`config.mk`:
```
export PLATFORM = sky130hd
export DESIGN_NAME = calcn_dispatch_flat
export DESIGN_NICKNAME = d
export VERILOG_FILES = /design/src/rtl/calcn_dispatch_if.sv /design/src/rtl/calcn_dispatch.sv /design/src/flat_wrapper.sv
export SDC_FILE = /design/constraint.sdc
export NUM_CORES = 1
export LEC_CHECK = 0
export ABC_CLOCK_PERIOD_IN_PS = 7050
export BUFFER_PORTS_ARGS = -buffer_cell sky130_fd_sc_hd__buf_2
export CAP_MARGIN = 20
export CORE_MARGIN = 1
export CORE_UTILIZATION = 45
export DETAILED_ROUTE_END_ITERATION = 12
export MAX_ROUTING_LAYER = met4
export PLACE_DENSITY = 0.62
export RECOVER_POWER = 25
export SYNTH_ARGS = -nofsm -noshare
export SYNTH_HDL_FRONTEND = slang
export SYNTH_SLANG_ARGS = --single-unit
```
`constraint.sdc`:
```
create_clock -name c_clk -period 7.05 [get_ports c_clk]
set_clock_uncertainty 0.15 [all_clocks]
set_input_delay 1.41 -clock c_clk [delete_from_list [all_inputs] [get_ports c_clk]]
set_output_delay 1.41 -clock c_clk [all_outputs]
set_load 0.01 [all_outputs]
```
`src/rtl/calcn_dispatch_if.sv`:
```
// ---------------------------------------------------------------------------
// calcn_dispatch_if
//   Bundles the requester ports, the adder and shifter issue channels and the
//   per-port invalid-operation report of calcn_dispatch.
//
//   Requester side : req_cmd/req_d1/req_d2/req_r1 (4 bits per port),
//                    req_tag (TW per port), req_data (DW per port),
//                    req_ready (1 per port, high when that port's queue has room)
//   Adder channel  : add_vld/add_rdy plus add_port, add_cmd, add_d1, add_d2,
//                    add_r1, add_tag
//   Shifter channel: shift_vld/shift_rdy plus the same fields and shift_data
//   Invalid report : inv_vld (1 per port), inv_tag (TW per port)
//
//   Handshake: a transfer happens on a rising edge where vld and rdy are both
//   1. Once vld is raised it stays high, with every field of the channel
//   unchanged, until that transfer happens. rdy may change freely and never
//   depends combinationally on vld. A request port accepts on an edge where
//   its cmd is non-zero and its req_ready bit is 1.
//
//   Modports: slave = the dispatcher, master = requesters and execution units.
// ---------------------------------------------------------------------------
interface calcn_dispatch_if #(
    parameter int NPORTS = 4,
    parameter int DW     = 32,
    parameter int TW     = 2
);
    localparam int PW = $clog2(NPORTS);

    logic [NPORTS*4-1:0]  req_cmd;
    logic [NPORTS*4-1:0]  req_d1;
    logic [NPORTS*4-1:0]  req_d2;
    logic [NPORTS*4-1:0]  req_r1;
    logic [NPORTS*TW-1:0] req_tag;
    logic [NPORTS*DW-1:0] req_data;
    logic [NPORTS-1:0]    req_ready;

    logic                 add_vld;
    logic                 add_rdy;
    logic [PW-1:0]        add_port;
    logic [3:0]           add_cmd;
    logic [3:0]           add_d1;
    logic [3:0]           add_d2;
    logic [3:0]           add_r1;
    logic [TW-1:0]        add_tag;

    logic                 shift_vld;
    logic                 shift_rdy;
    logic [PW-1:0]        shift_port;
    logic [3:0]           shift_cmd;
    logic [3:0]           shift_d1;
    logic [3:0]           shift_d2;
    logic [3:0]           shift_r1;
    logic [TW-1:0]        shift_tag;
    logic [DW-1:0]        shift_data;

    logic [NPORTS-1:0]    inv_vld;
    logic [NPORTS*TW-1:0] inv_tag;

    modport slave (
        input  req_cmd, req_d1, req_d2, req_r1, req_tag, req_data,
        output req_ready,
        output add_vld, add_port, add_cmd, add_d1, add_d2, add_r1, add_tag,
        input  add_rdy,
        output shift_vld, shift_port, shift_cmd, shift_d1, shift_d2, shift_r1,
        output shift_tag, shift_data,
        input  shift_rdy,
        output inv_vld, inv_tag
    );

    modport master (
        output req_cmd, req_d1, req_d2, req_r1, req_tag, req_data,
        input  req_ready,
        input  add_vld, add_port, add_cmd, add_d1, add_d2, add_r1, add_tag,
        output add_rdy,
        input  shift_vld, shift_port, shift_cmd, shift_d1, shift_d2, shift_r1,
        input  shift_tag, shift_data,
        output shift_rdy,
        input  inv_vld, inv_tag
    );
endinterface

```
`src/rtl/calcn_dispatch.sv`:
```
// ---------------------------------------------------------------------------
// calcn_dispatch
//   Per-port in-order request queues feeding two execution channels (adder and
//   shifter), each with its own round-robin arbiter and registered issue
//   stage. Invalid commands are dropped and reported for one cycle.
//
//   Ports:
//     c_clk  - clock, all state changes on the rising edge
//     reset  - asynchronous, active-low
//     bus    - calcn_dispatch_if.slave (requests, issue channels, inv report)
//
//   Timing: a request accepted on edge 1 sits at the queue head in cycle 1,
//   is granted and loaded into the issue register on edge 2, so vld is seen
//   in cycle 2. The queues have no bypass and a full queue stays not-ready
//   even while its head is leaving.
// ---------------------------------------------------------------------------
module calcn_dispatch #(
    parameter int NPORTS = 4,
    parameter int DEPTH  = 2,
    parameter int DW     = 32,
    parameter int TW     = 2
) (
    input  logic            c_clk,
    input  logic            reset,
    calcn_dispatch_if.slave bus
);
    localparam int PW = $clog2(NPORTS);
    localparam int AW = $clog2(DEPTH);
    localparam int CW = AW + 1;
    localparam logic [CW-1:0] FULL = CW'(DEPTH);
    localparam logic [PW-1:0] LAST = PW'(NPORTS - 1);

    typedef struct packed {
        logic [3:0]    cmd;
        logic [3:0]    d1;
        logic [3:0]    d2;
        logic [3:0]    r1;
        logic [TW-1:0] tag;
        logic [DW-1:0] data;
    } entry_t;

    function automatic logic is_add(input logic [3:0] c);
        return (c == 4'd1) || (c == 4'd2) || (c == 4'd12) || (c == 4'd13);
    endfunction

    function automatic logic is_shift(input logic [3:0] c);
        return (c == 4'd5) || (c == 4'd6) || (c == 4'd9) || (c == 4'd10);
    endfunction

    // Round-robin pick: first candidate at or after ptr. Returns {found, idx}.
    function automatic logic [PW:0] rr_pick(input logic [NPORTS-1:0] cand,
                                            input logic [PW-1:0]     ptr);
        logic          found;
        logic [PW-1:0] idx;
        logic [PW-1:0] k;
        found = 1'b0;
        idx   = '0;
        for (int i = 0; i < NPORTS; i++) begin
            k = PW'((int'(ptr) + i) % NPORTS);
            if (!found && cand[k]) begin
                found = 1'b1;
                idx   = k;
            end
        end
        return {found, idx};
    endfunction

    // Queue storage and occupancy
    entry_t        mem    [NPORTS][DEPTH];
    logic [AW-1:0] wr_ptr [NPORTS];
    logic [AW-1:0] rd_ptr [NPORTS];
    logic [CW-1:0] count  [NPORTS];

    entry_t            in_ent [NPORTS];
    entry_t            head   [NPORTS];
    logic [NPORTS-1:0] ready;
    logic [NPORTS-1:0] enq;
    logic [NPORTS-1:0] deq;
    logic [NPORTS-1:0] inv_set;
    logic [NPORTS-1:0] add_cand;
    logic [NPORTS-1:0] sh_cand;

    // Arbitration
    logic [PW-1:0] add_ptr, sh_ptr;
    logic [PW-1:0] add_gnt, sh_gnt;
    logic          add_gnt_vld, sh_gnt_vld;
    logic          add_fire, sh_fire;

    // Issue registers
    logic          add_vld_q, sh_vld_q;
    logic [PW-1:0] add_port_q, sh_port_q;
    logic [3:0]    add_cmd_q, add_d1_q, add_d2_q, add_r1_q;
    logic [3:0]    sh_cmd_q, sh_d1_q, sh_d2_q, sh_r1_q;
    logic [TW-1:0] add_tag_q, sh_tag_q;
    logic [DW-1:0] sh_data_q;

    logic [NPORTS-1:0]    inv_vld_q;
    logic [NPORTS*TW-1:0] inv_tag_q;

    always_comb begin
        for (int p = 0; p < NPORTS; p++) begin
            in_ent[p].cmd  = bus.req_cmd[4*p +: 4];
            in_ent[p].d1   = bus.req_d1[4*p +: 4];
            in_ent[p].d2   = bus.req_d2[4*p +: 4];
            in_ent[p].r1   = bus.req_r1[4*p +: 4];
            in_ent[p].tag  = bus.req_tag[TW*p +: TW];
            in_ent[p].data = bus.req_data[DW*p +: DW];

            ready[p]   = (count[p] != FULL);
            enq[p]     = ready[p] && (is_add(in_ent[p].cmd) || is_shift(in_ent[p].cmd));
            // cmd 0 is idle; anything else outside the two classes is reported
            inv_set[p] = ready[p] && (in_ent[p].cmd != 4'd0) &&
                         !(is_add(in_ent[p].cmd) || is_shift(in_ent[p].cmd));

            head[p]     = mem[p][rd_ptr[p]];
            add_cand[p] = (count[p] != '0) && is_add(head[p].cmd);
            sh_cand[p]  = (count[p] != '0) && is_shift(head[p].cmd);
        end
    end

    always_comb begin
        {add_gnt_vld, add_gnt} = rr_pick(add_cand, add_ptr);
        {sh_gnt_vld, sh_gnt}   = rr_pick(sh_cand, sh_ptr);
        // An issue register takes a new head when empty or draining this edge
        add_fire = add_gnt_vld && (!add_vld_q || bus.add_rdy);
        sh_fire  = sh_gnt_vld && (!sh_vld_q || bus.shift_rdy);
        // A head is either adder- or shifter-class, so the two grants can
        // never name the same port.
        for (int p = 0; p < NPORTS; p++) begin
            deq[p] = (add_fire && (add_gnt == PW'(p))) || (sh_fire && (sh_gnt == PW'(p)));
        end
    end

    // Queue pointers and occupancy
    always_ff @(posedge c_clk or negedge reset) begin
        if (!reset) begin
            for (int p = 0; p < NPORTS; p++) begin
                wr_ptr[p] <= '0;
                rd_ptr[p] <= '0;
                count[p]  <= '0;
            end
        end else begin
            for (int p = 0; p < NPORTS; p++) begin
                if (enq[p]) wr_ptr[p] <= wr_ptr[p] + AW'(1);
                if (deq[p]) rd_ptr[p] <= rd_ptr[p] + AW'(1);
                count[p] <= count[p] + CW'(enq[p]) - CW'(deq[p]);
            end
        end
    end

    // Queue payload needs no reset; only occupancy decides what is valid
    always_ff @(posedge c_clk) begin
        for (int p = 0; p < NPORTS; p++) begin
            if (enq[p]) mem[p][wr_ptr[p]] <= in_ent[p];
        end
    end

    // Invalid-operation report, one cycle per rejected command
    always_ff @(posedge c_clk or negedge reset) begin
        if (!reset) begin
            inv_vld_q <= '0;
            inv_tag_q <= '0;
        end else begin
            inv_vld_q <= inv_set;
            for (int p = 0; p < NPORTS; p++) begin
                inv_tag_q[TW*p +: TW] <= inv_set[p] ? in_ent[p].tag : '0;
            end
        end
    end

    // Adder issue register and pointer
    always_ff @(posedge c_clk or negedge reset) begin
        if (!reset) begin
            add_ptr    <= '0;
            add_vld_q  <= 1'b0;
            add_port_q <= '0;
            add_cmd_q  <= '0;
            add_d1_q   <= '0;
            add_d2_q   <= '0;
            add_r1_q   <= '0;
            add_tag_q  <= '0;
        end else begin
            if (!add_vld_q || bus.add_rdy) add_vld_q <= add_gnt_vld;
            if (add_fire) begin
                add_ptr    <= (add_gnt == LAST) ? '0 : add_gnt + PW'(1);
                add_port_q <= add_gnt;
                add_cmd_q  <= head[add_gnt].cmd;
                add_d1_q   <= head[add_gnt].d1;
                add_d2_q   <= head[add_gnt].d2;
                add_r1_q   <= head[add_gnt].r1;
                add_tag_q  <= head[add_gnt].tag;
            end
        end
    end

    // Shifter issue register and pointer
    always_ff @(posedge c_clk or negedge reset) begin
        if (!reset) begin
            sh_ptr    <= '0;
            sh_vld_q  <= 1'b0;
            sh_port_q <= '0;
            sh_cmd_q  <= '0;
            sh_d1_q   <= '0;
            sh_d2_q   <= '0;
            sh_r1_q   <= '0;
            sh_tag_q  <= '0;
            sh_data_q <= '0;
        end else begin
            if (!sh_vld_q || bus.shift_rdy) sh_vld_q <= sh_gnt_vld;
            if (sh_fire) begin
                sh_ptr    <= (sh_gnt == LAST) ? '0 : sh_gnt + PW'(1);
                sh_port_q <= sh_gnt;
                sh_cmd_q  <= head[sh_gnt].cmd;
                sh_d1_q   <= head[sh_gnt].d1;
                sh_d2_q   <= head[sh_gnt].d2;
                sh_r1_q   <= head[sh_gnt].r1;
                sh_tag_q  <= head[sh_gnt].tag;
                sh_data_q <= head[sh_gnt].data;
            end
        end
    end

    assign bus.req_ready  = ready;
    assign bus.add_vld    = add_vld_q;
    assign bus.add_port   = add_port_q;
    assign bus.add_cmd    = add_cmd_q;
    assign bus.add_d1     = add_d1_q;
    assign bus.add_d2     = add_d2_q;
    assign bus.add_r1     = add_r1_q;
    assign bus.add_tag    = add_tag_q;
    assign bus.shift_vld  = sh_vld_q;
    assign bus.shift_port = sh_port_q;
    assign bus.shift_cmd  = sh_cmd_q;
    assign bus.shift_d1   = sh_d1_q;
    assign bus.shift_d2   = sh_d2_q;
    assign bus.shift_r1   = sh_r1_q;
    assign bus.shift_tag  = sh_tag_q;
    assign bus.shift_data = sh_data_q;
    assign bus.inv_vld    = inv_vld_q;
    assign bus.inv_tag    = inv_tag_q;
endmodule

```
`src/flat_wrapper.sv`:
```
// flat-port wrapper written by rule: the top's interface ports become plain ports
module calcn_dispatch_flat 
#(
    parameter int NPORTS = 4,
    parameter int DEPTH  = 2,
    parameter int DW     = 32,
    parameter int TW     = 2
)
  (c_clk, reset, bus_req_cmd, bus_req_d1, bus_req_d2, bus_req_r1, bus_req_tag, bus_req_data, bus_req_ready, bus_add_vld, bus_add_port, bus_add_cmd, bus_add_d1, bus_add_d2, bus_add_r1, bus_add_tag, bus_add_rdy, bus_shift_vld, bus_shift_port, bus_shift_cmd, bus_shift_d1, bus_shift_d2, bus_shift_r1, bus_shift_tag, bus_shift_data, bus_shift_rdy, bus_inv_vld, bus_inv_tag);
  calcn_dispatch_if #(.NPORTS(NPORTS), .DW(DW), .TW(TW)) bus_i ();
  input  logic c_clk;
  input  logic reset;
  input wire logic [$bits(bus_i.req_cmd)-1:0] bus_req_cmd;
  input wire logic [$bits(bus_i.req_d1)-1:0] bus_req_d1;
  input wire logic [$bits(bus_i.req_d2)-1:0] bus_req_d2;
  input wire logic [$bits(bus_i.req_r1)-1:0] bus_req_r1;
  input wire logic [$bits(bus_i.req_tag)-1:0] bus_req_tag;
  input wire logic [$bits(bus_i.req_data)-1:0] bus_req_data;
  output wire logic [$bits(bus_i.req_ready)-1:0] bus_req_ready;
  output wire logic [$bits(bus_i.add_vld)-1:0] bus_add_vld;
  output wire logic [$bits(bus_i.add_port)-1:0] bus_add_port;
  output wire logic [$bits(bus_i.add_cmd)-1:0] bus_add_cmd;
  output wire logic [$bits(bus_i.add_d1)-1:0] bus_add_d1;
  output wire logic [$bits(bus_i.add_d2)-1:0] bus_add_d2;
  output wire logic [$bits(bus_i.add_r1)-1:0] bus_add_r1;
  output wire logic [$bits(bus_i.add_tag)-1:0] bus_add_tag;
  input wire logic [$bits(bus_i.add_rdy)-1:0] bus_add_rdy;
  output wire logic [$bits(bus_i.shift_vld)-1:0] bus_shift_vld;
  output wire logic [$bits(bus_i.shift_port)-1:0] bus_shift_port;
  output wire logic [$bits(bus_i.shift_cmd)-1:0] bus_shift_cmd;
  output wire logic [$bits(bus_i.shift_d1)-1:0] bus_shift_d1;
  output wire logic [$bits(bus_i.shift_d2)-1:0] bus_shift_d2;
  output wire logic [$bits(bus_i.shift_r1)-1:0] bus_shift_r1;
  output wire logic [$bits(bus_i.shift_tag)-1:0] bus_shift_tag;
  output wire logic [$bits(bus_i.shift_data)-1:0] bus_shift_data;
  input wire logic [$bits(bus_i.shift_rdy)-1:0] bus_shift_rdy;
  output wire logic [$bits(bus_i.inv_vld)-1:0] bus_inv_vld;
  output wire logic [$bits(bus_i.inv_tag)-1:0] bus_inv_tag;
  assign bus_i.req_cmd = bus_req_cmd;
  assign bus_i.req_d1 = bus_req_d1;
  assign bus_i.req_d2 = bus_req_d2;
  assign bus_i.req_r1 = bus_req_r1;
  assign bus_i.req_tag = bus_req_tag;
  assign bus_i.req_data = bus_req_data;
  assign bus_req_ready = bus_i.req_ready;
  assign bus_add_vld = bus_i.add_vld;
  assign bus_add_port = bus_i.add_port;
  assign bus_add_cmd = bus_i.add_cmd;
  assign bus_add_d1 = bus_i.add_d1;
  assign bus_add_d2 = bus_i.add_d2;
  assign bus_add_r1 = bus_i.add_r1;
  assign bus_add_tag = bus_i.add_tag;
  assign bus_i.add_rdy = bus_add_rdy;
  assign bus_shift_vld = bus_i.shift_vld;
  assign bus_shift_port = bus_i.shift_port;
  assign bus_shift_cmd = bus_i.shift_cmd;
  assign bus_shift_d1 = bus_i.shift_d1;
  assign bus_shift_d2 = bus_i.shift_d2;
  assign bus_shift_r1 = bus_i.shift_r1;
  assign bus_shift_tag = bus_i.shift_tag;
  assign bus_shift_data = bus_i.shift_data;
  assign bus_i.shift_rdy = bus_shift_rdy;
  assign bus_inv_vld = bus_i.inv_vld;
  assign bus_inv_tag = bus_i.inv_tag;
  calcn_dispatch #(.NPORTS(NPORTS), .DEPTH(DEPTH), .DW(DW), .TW(TW)) u_core (.c_clk(c_clk), .reset(reset), .bus(bus_i));
endmodule
```
Word-level counts from Yosys, hierarchy flattened

Memory sizes are Yosys's and may differ from the RTL's.
Cells that the tools add are included.

Flip-flop bits (word level): 106
Memory bits (writable): 400
Input bits: 204
Output and inout port bits: 90
Logic and storage cells: 354
Memories kept: 1

Add/subtract/negate cells: 24
Magnitude comparators: 22
Equality and inequality tests: 74
Muxes and demuxes: 72
Bitwise logic cells: 10
Reduce and logical (&&, ||, !) cells: 120

Memory list:

| name       | words | width | rd ports | clocked after Yosys merged registers in | wr ports | RTL line             | RTL |
|---|---|---|---|---|---|---|---|
| u_core.mem | 4     | 100   | 4        | 0                                       | 4        | calcn_dispatch.sv:69 | `entry_t mem [NPORTS][DEPTH];` |

Operators by type and width:

| cell                                                                  | count |
|---|---|
| 50-bit 2-to-1 mux                                                     | 20 |
| 100-bit 2-to-1 mux                                                    | 4 |
| 50-bit binary-select mux with 2-bit select                            | 2 |
| 50-bit demux with 1-bit select                                        | 4 |
| 4-bit equality test, second input constant                            | 32 |
| 4-bit by 3-bit equality test with 1-bit output, second input constant | 16 |
| 1-bit logical OR                                                      | 58 |
| 1-bit logical AND                                                     | 40 |
| 4-bit by 1-bit equality test with 1-bit output, second input constant | 8 |
| 4-bit by 2-bit equality test with 1-bit output, second input constant | 8 |
| 2-bit 2-to-1 mux                                                      | 14 |
| 2-bit by 3-bit < comparator with 1-bit output, second input constant  | 8 |
| 1-bit 2-to-1 mux                                                      | 20 |
| 1-bit binary-select mux with 2-bit select                             | 8 |
| 2-bit greater-or-equal comparator, second input constant              | 8 |
| 1-bit NOT with 2-bit output                                           | 8 |
| 4-bit nonzero test                                                    | 4 |
| 1-bit zero test                                                       | 12 |
| 1-bit adder, second input constant                                    | 8 |
| 2-bit by 1-bit adder with 2-bit output                                | 4 |
| 2-bit by 1-bit adder with 2-bit output, second input constant         | 4 |
| 2-bit adder, second input constant                                    | 4 |
| 2-bit equality test, second input constant                            | 4 |
| 2-bit by 1-bit < comparator with 1-bit output, second input constant  | 4 |
| 7 further kinds                                                       | 20 |

Depth between registers and ports, before layout

Depth in word-level cells: 25
Mapped depth: 16
Gate-level depth less buffers: 14

Least setup slack after synthesis

OpenSTA, ideal clock, no wires.

Path kind: input to register
From: input port bus_req_cmd[3]
To: memory u_core.mem[0][50] (netlist bit) (enable)
Library setup time: 0.458 ns
Data arrival time: 3.977 ns
Required time: 6.442 ns
Setup slack: 2.465 ns
Stages on the path: 4
Buffers on the path: 0
Cells stage by stage: a21oi_1 xnor2_1 nand2_1 nor2_1

RTL lines:

| item               | RTL line             | RTL |
|---|---|---|
| start: declaration | flat_wrapper.sv:13   | `input wire logic [$bits(bus_i.req_cmd)-1:0] bus_req_cmd;` |
| end: declaration   | calcn_dispatch.sv:69 |  |

Worst setup path in the final report

From: register u_core.rd_ptr[2] (netlist bit)
To: register u_core.count[7] (netlist bit)

Cells in the longest elaborated chain, start to end: 25
Elaborated cells on any way between the ends: 72
Those cells by class: 1 x add/sub; 8 x eq/ne; 35 x mux; 1 x bitwise; 27 x reduce/logical

Ends and longest elaborated chain:

| item                                                                   | RTL line                                     | RTL |
|---|---|---|
| start: declaration                                                     | calcn_dispatch.sv:71                         | `logic [AW-1:0] rd_ptr [NPORTS];` |
| start signal: indexed assignment                                       | calcn_dispatch.sv:145                        | `if (deq[p]) rd_ptr[p] <= rd_ptr[p] + AW'(1);` |
| 1-bit NOT with 2-bit output (implied by the code) *                    | calcn_dispatch.sv:115                        | `head[p] = mem[p][rd_ptr[p]];` |
| 50-bit 2-to-1 mux (implied by the code) * (3 in a row)                 | calcn_dispatch.sv:115                        |  |
| 4-bit by 1-bit equality test with 1-bit output (tied with other cells) | calcn_dispatch.sv:43                         | `return (c == 4'd1) \|\| (c == 4'd2) \|\| (c == 4'd12) \|\| (c == 4'd13);` |
| 1-bit logical OR, on equally long branches (3 in a row)                | calcn_dispatch.sv:43, calcn_dispatch.sv:47   |  |
| 1-bit logical AND, on equally long branches                            | calcn_dispatch.sv:116, calcn_dispatch.sv:117 |  |
| 1-bit binary-select mux with 2-bit select                              | calcn_dispatch.sv:60                         | `if (!found && cand[k]) begin` |
| 1-bit 2-to-1 mux (implied by the code)                                 | calcn_dispatch.sv:60                         |  |
| 1-bit 2-to-1 mux                                                       | calcn_dispatch.sv:60                         |  |
| [5 not listed]                                                         | -                                            |  |
| 1-bit 2-to-1 mux                                                       | calcn_dispatch.sv:60                         |  |
| 1-bit zero test                                                        | calcn_dispatch.sv:60                         |  |
| 1-bit logical AND                                                      | calcn_dispatch.sv:60                         |  |
| 2-bit 2-to-1 mux or 1-bit 2-to-1 mux (tied branches)                   | calcn_dispatch.sv:60                         |  |
| 2-bit zero test (tied with other cells)                                | calcn_dispatch.sv:130                        | `deq[p] = (add_fire && (add_gnt == PW'(p))) \|\| (sh_fire && (sh_gnt == PW'(p)));` |
| 1-bit logical AND                                                      | calcn_dispatch.sv:130                        |  |
| 1-bit logical OR *                                                     | calcn_dispatch.sv:130                        |  |
| 2-bit by 1-bit subtractor with 2-bit output *                          | calcn_dispatch.sv:146                        | `count[p] <= count[p] + CW'(enq[p]) - CW'(deq[p]);` |
| end signal: indexed assignment                                         | calcn_dispatch.sv:146                        |  |
| end: declaration                                                       | calcn_dispatch.sv:72                         | `logic [CW-1:0] count [NPORTS];` |

Mark *: on every way between the ends. The rest lies on a longest branch, timed or not. The select of a mux whose other input is x is not followed.
A chain may end at the register's enable or synchronous reset.

==> run summary <==
Final critical delay including setup and external delays - 4.543 ns
Clock tree from TritonCTS - built
Storage cell area - 0.01468 mm^2
Share of post-route cells with drive strength above 1 - 20.70%
Total clock buffers created by CTS - 53
Post-synthesis compound-gate area fraction - 9.413%
Highest cell delay on the worst timing path - 0.88 ns
CTS resizes - 0
Horizontal die dimension - 216.4 um
Result of the run - finished clean
Placer Congestion - 0.8791
Quantity of hold-fixing buffers added after cts - 0
Slew @ Worst Pin - 1.191 ns
Setup TNS after final layout - 0 ns
Number of synthesized flops with an enable pin - 400
Portion of netlist area occupied by mux cells - 9.195%
Power density of the placed cells - 525.8 mW/mm^2
Critical setup path kind - register to register
Core area - 0.04538 mm^2
Synthesis-to-finish area growth - 18.83%
Asr flop ratio synth - 20.95%
Commonest non-fill, non-tap cells in the layout - 400 x sky130_fd_sc_hd__edfxtp_1, 205 x sky130_fd_sc_hd__buf_2, 179 x sky130_fd_sc_hd__mux2i_1
Area enclosed by the die boundary - 0.04682 mm^2
Number of global-route vias before repair - 12482
Worst vdd ir - 0.4753 mV
Arrival @ worst endpoint - 4.91 ns
Antenna violation net count after detailed routing - 0
Avg Cell Area, Syn - 15.56 um^2
Dominant combinational cell family by area after synthesis - compound AO/OA/AOI/OAI gates
Parity-gate share of the synthesized area counting xor and xnor cells - 1.482%
Clk root buf - sky130_fd_sc_hd__clkbuf_16
Pins over their slew limit - 0
Upper clock frequency limit - 0.2201 GHz
Number of placement rows - 78
Distinct cells, synth - 58
Initial antenna violation count - 14
Total setup buffers inserted after CTS - 0
Post-synthesis adder-cell area fraction - 0.9679%
Type of the most critical hold path - register to register
Post-layout util - 54.16%
Netlist Area Pre-Place - 0.02068 mm^2
Buffers from clock root to sink, at most - 3
Post-layout nets - 1851
Half-perimeter wire length after placement - 35940 um
Pin count of the biggest net entering global routing - 87
Total via count after detailed routing - 12545
Unrepaired setup endpoints after global routing - no
Final period util - 64.44%
Final WL - 54190 um
Tightest slew margin relative to the limit - 18.55%
Number of I/O pins - 294
Worst R2R Setup Slack - 2.51 ns
Most instantiated flip-flop cell in the synthesis netlist - sky130_fd_sc_hd__edfxtp_1
Slowest cell on the critical path - sky130_fd_sc_hd__o211a_1
Global route overflow - 0
Basic-gate share of the synthesized area counting and, or, nand and nor cells - 5.868%
Average routed wire per standard cell - 23.66 um
Multi-input logic area - 0.005632 mm^2
# fillers - 3739
Library cell appearing most often on the critical path - sky130_fd_sc_hd__ha_1
First-pass GRT wire length - 79940 um
Number of warnings reported in the yosys synthesis log - 0
DRC violation count after routing - 0
Sequential cell area fraction in the yosys report - 70.90%
Final hold violations - 0
Ratio of routed vias to standard cells - 5.478
Placed cell count - 2175
Worst setup SP type - register
Critical Path End Type - register
Setup violation total in the final timing report - 0
List of cells traversed by the critical path - mux2i_1 > nor4b_1 > a41oi_1 > a21boi_0 > o211a_1 > inv_2 > ha_1 > a22o_1 > ha_1 > inv_1 > ha_1 > xnor2_1 > xnor2_1
Number of H-tree branching levels - 2
Vertical die dimension - 216.4 um
Filler-free cell count of the finished design - 2290
Clk sinks - 506
Source-to-sink clock delay at the later pin of the worst-skew pair - 0.61 ns
Total track usage - 24.01%
Required time of the critical path - 7.42 ns
#FFs+latches synth - 506
Starting density of the core - 45.58%
Number of instances in the synthesized netlist - 1329
Net count after synthesis - 1549
Port-buffer cells - 293
Pre-Repair DR Iteration Count - 6
CTS clk-pin slew, worst paths - 0.07 ns
Number of DRC markers after the initial detailed-route iteration - 849
Count of maximum capacitance violations - 0
Smallest hold slack - 0.3099 ns
Largest driver fanout on the critical path - 36
Leakage power of the design - 9.593 nW
Most common cell after layout, fill and taps aside - sky130_fd_sc_hd__edfxtp_1
[worst max-delay path, delay by kind of cell, from the launching register on]
kind,cells,cell delay [ns]
AOI/OAI and AO/OA,4,1.68
DFF,1,0.79
adders and majority gates,3,0.73
muxes,1,0.40
xor gates and xnor gates,2,0.31
buffers and inverters,2,0.28
and+or+nand+nor,1,0.11
[final cells by class]
class	count	area share [%]
Antenna cell	14	0.1425
Clock buffer	86	6.608
Clock inverter	14	0.7738
Inverter	16	0.2545
Multi-Input combinational cell	726	22.91
Sequential cell	506	59.72
Tap cell	600	3.054
Timing Repair Buffer	328	6.531
[through the flow]
step                instance area (um^2)  worst slack, ns  power (mW)
finish                             24580            2.507       12.92
global route                       24580            2.236       13.65
CTS                                24650            2.582       13.06
detailed placement                 22830            2.586       10.19
global placement                   22820            2.444       10.07
floorplan                          20680            2.465       8.319
[registers in the layout (all words and copies together) (netlist names), 8 cells and up]
name	flops
u_core.mem	400
u_core.bus.shift_data	32
u_core.bus.inv_tag	8
u_core.count	8
[Yosys cell counts (3+ instances only)]
library cell	count	share of area, %
sky130_fd_sc_hd__a41oi_1	3	0.13
sky130_fd_sc_hd__clkbuf_1	47	0.85
sky130_fd_sc_hd__ha_1	16	0.97
sky130_fd_sc_hd__o211ai_1	3	0.11
sky130_fd_sc_hd__buf_2	23	0.56
sky130_fd_sc_hd__xor2_1	5	0.21
sky130_fd_sc_hd__a2111oi_0	61	2.6
sky130_fd_sc_hd__a21boi_0	3	0.11
sky130_fd_sc_hd__buf_4	3	0.11
sky130_fd_sc_hd__nor3_1	7	0.17
sky130_fd_sc_hd__a22o_1	6	0.25
sky130_fd_sc_hd__edfxtp_1	400	58
sky130_fd_sc_hd__o21ai_0	4	0.097
sky130_fd_sc_hd__inv_1	14	0.25
sky130_fd_sc_hd__a21oi_1	8	0.19
sky130_fd_sc_hd__nor2_1	20	0.36
sky130_fd_sc_hd__mux2i_1	179	8.7
sky130_fd_sc_hd__a211oi_1	66	2.4
sky130_fd_sc_hd__and2_1	8	0.24
sky130_fd_sc_hd__or2_2	3	0.091
sky130_fd_sc_hd__mux2_2	6	0.33
sky130_fd_sc_hd__xnor2_1	30	1.3
sky130_fd_sc_hd__a21o_1	3	0.11
sky130_fd_sc_hd__dfrtp_1	106	13
sky130_fd_sc_hd__nor4b_1	3	0.13
sky130_fd_sc_hd__and3_1	5	0.15
sky130_fd_sc_hd__buf_6	6	0.33
sky130_fd_sc_hd__o31ai_1	3	0.11
sky130_fd_sc_hd__nand2b_1	4	0.12
sky130_fd_sc_hd__nand2_1	113	2.1
sky130_fd_sc_hd__a2111oi_1	3	0.15
sky130_fd_sc_hd__o21a_1	4	0.15
sky130_fd_sc_hd__a32oi_1	14	0.59
sky130_fd_sc_hd__nor2b_1	71	2.1
sky130_fd_sc_hd__a211o_1	32	1.4
sky130_fd_sc_hd__a22oi_1	17	0.62
sky130_fd_sc_hd__or4_1	4	0.15
[layer usage]
layer | GRT usage, % | vias to the layer above | part of all wire, %
li1 | - | 5804 | -
met1 | 29.48 | 6222 | 41
met2 | 39.11 | 442 | 50
met3 | 5.572 | 77 | 7.1
met4 | 8.146 | 0 | 2.6
met5 | - | - | 0
[report_power, final]
group	internal [mW]	leakage, nW	switching [mW]
combinational	1.90	3.70	3.48
sequential	4.25	5.00	0.438
clock	1.69	0.887	1.16
[path summary, 6_finish.rpt]
| kind | endpoint | start | cells after the start |
|---|---|---|---|
| setup / recovery | u_core.count[7] | u_core.rd_ptr[2] | 13 |
| hold / removal | u_core.bus.shift_d2[2] | u_core.bus.shift_d2[2] | 2 |
| setup reg to reg | u_core.count[7] | u_core.rd_ptr[2] | 13 |
| hold reg to reg | u_core.bus.shift_d2[2] | u_core.bus.shift_d2[2] | 2 |
| max in group asynchronous | u_core.rd_ptr[0] | reset | 2 |
| min in group asynchronous | u_core.bus.shift_data[15] | reset | 1 |
[cell families (layout without fill, tap and decap cells)]
| logic type | after synthesis | after routing |
|---|---|---|
| DFF | 506 | 506 |
| and+or+nand+nor | 246 | 246 |
| AOI/OAI and AO/OA | 241 | 241 |
| muxes | 188 | 188 |
| buffers and inverters | 97 | 444 |
| xor gates and xnor gates | 35 | 35 |
| adders and majority gates | 16 | 16 |
| other | 0 | 14 |
Note: power is estimated with default switching activity, not from simulation.
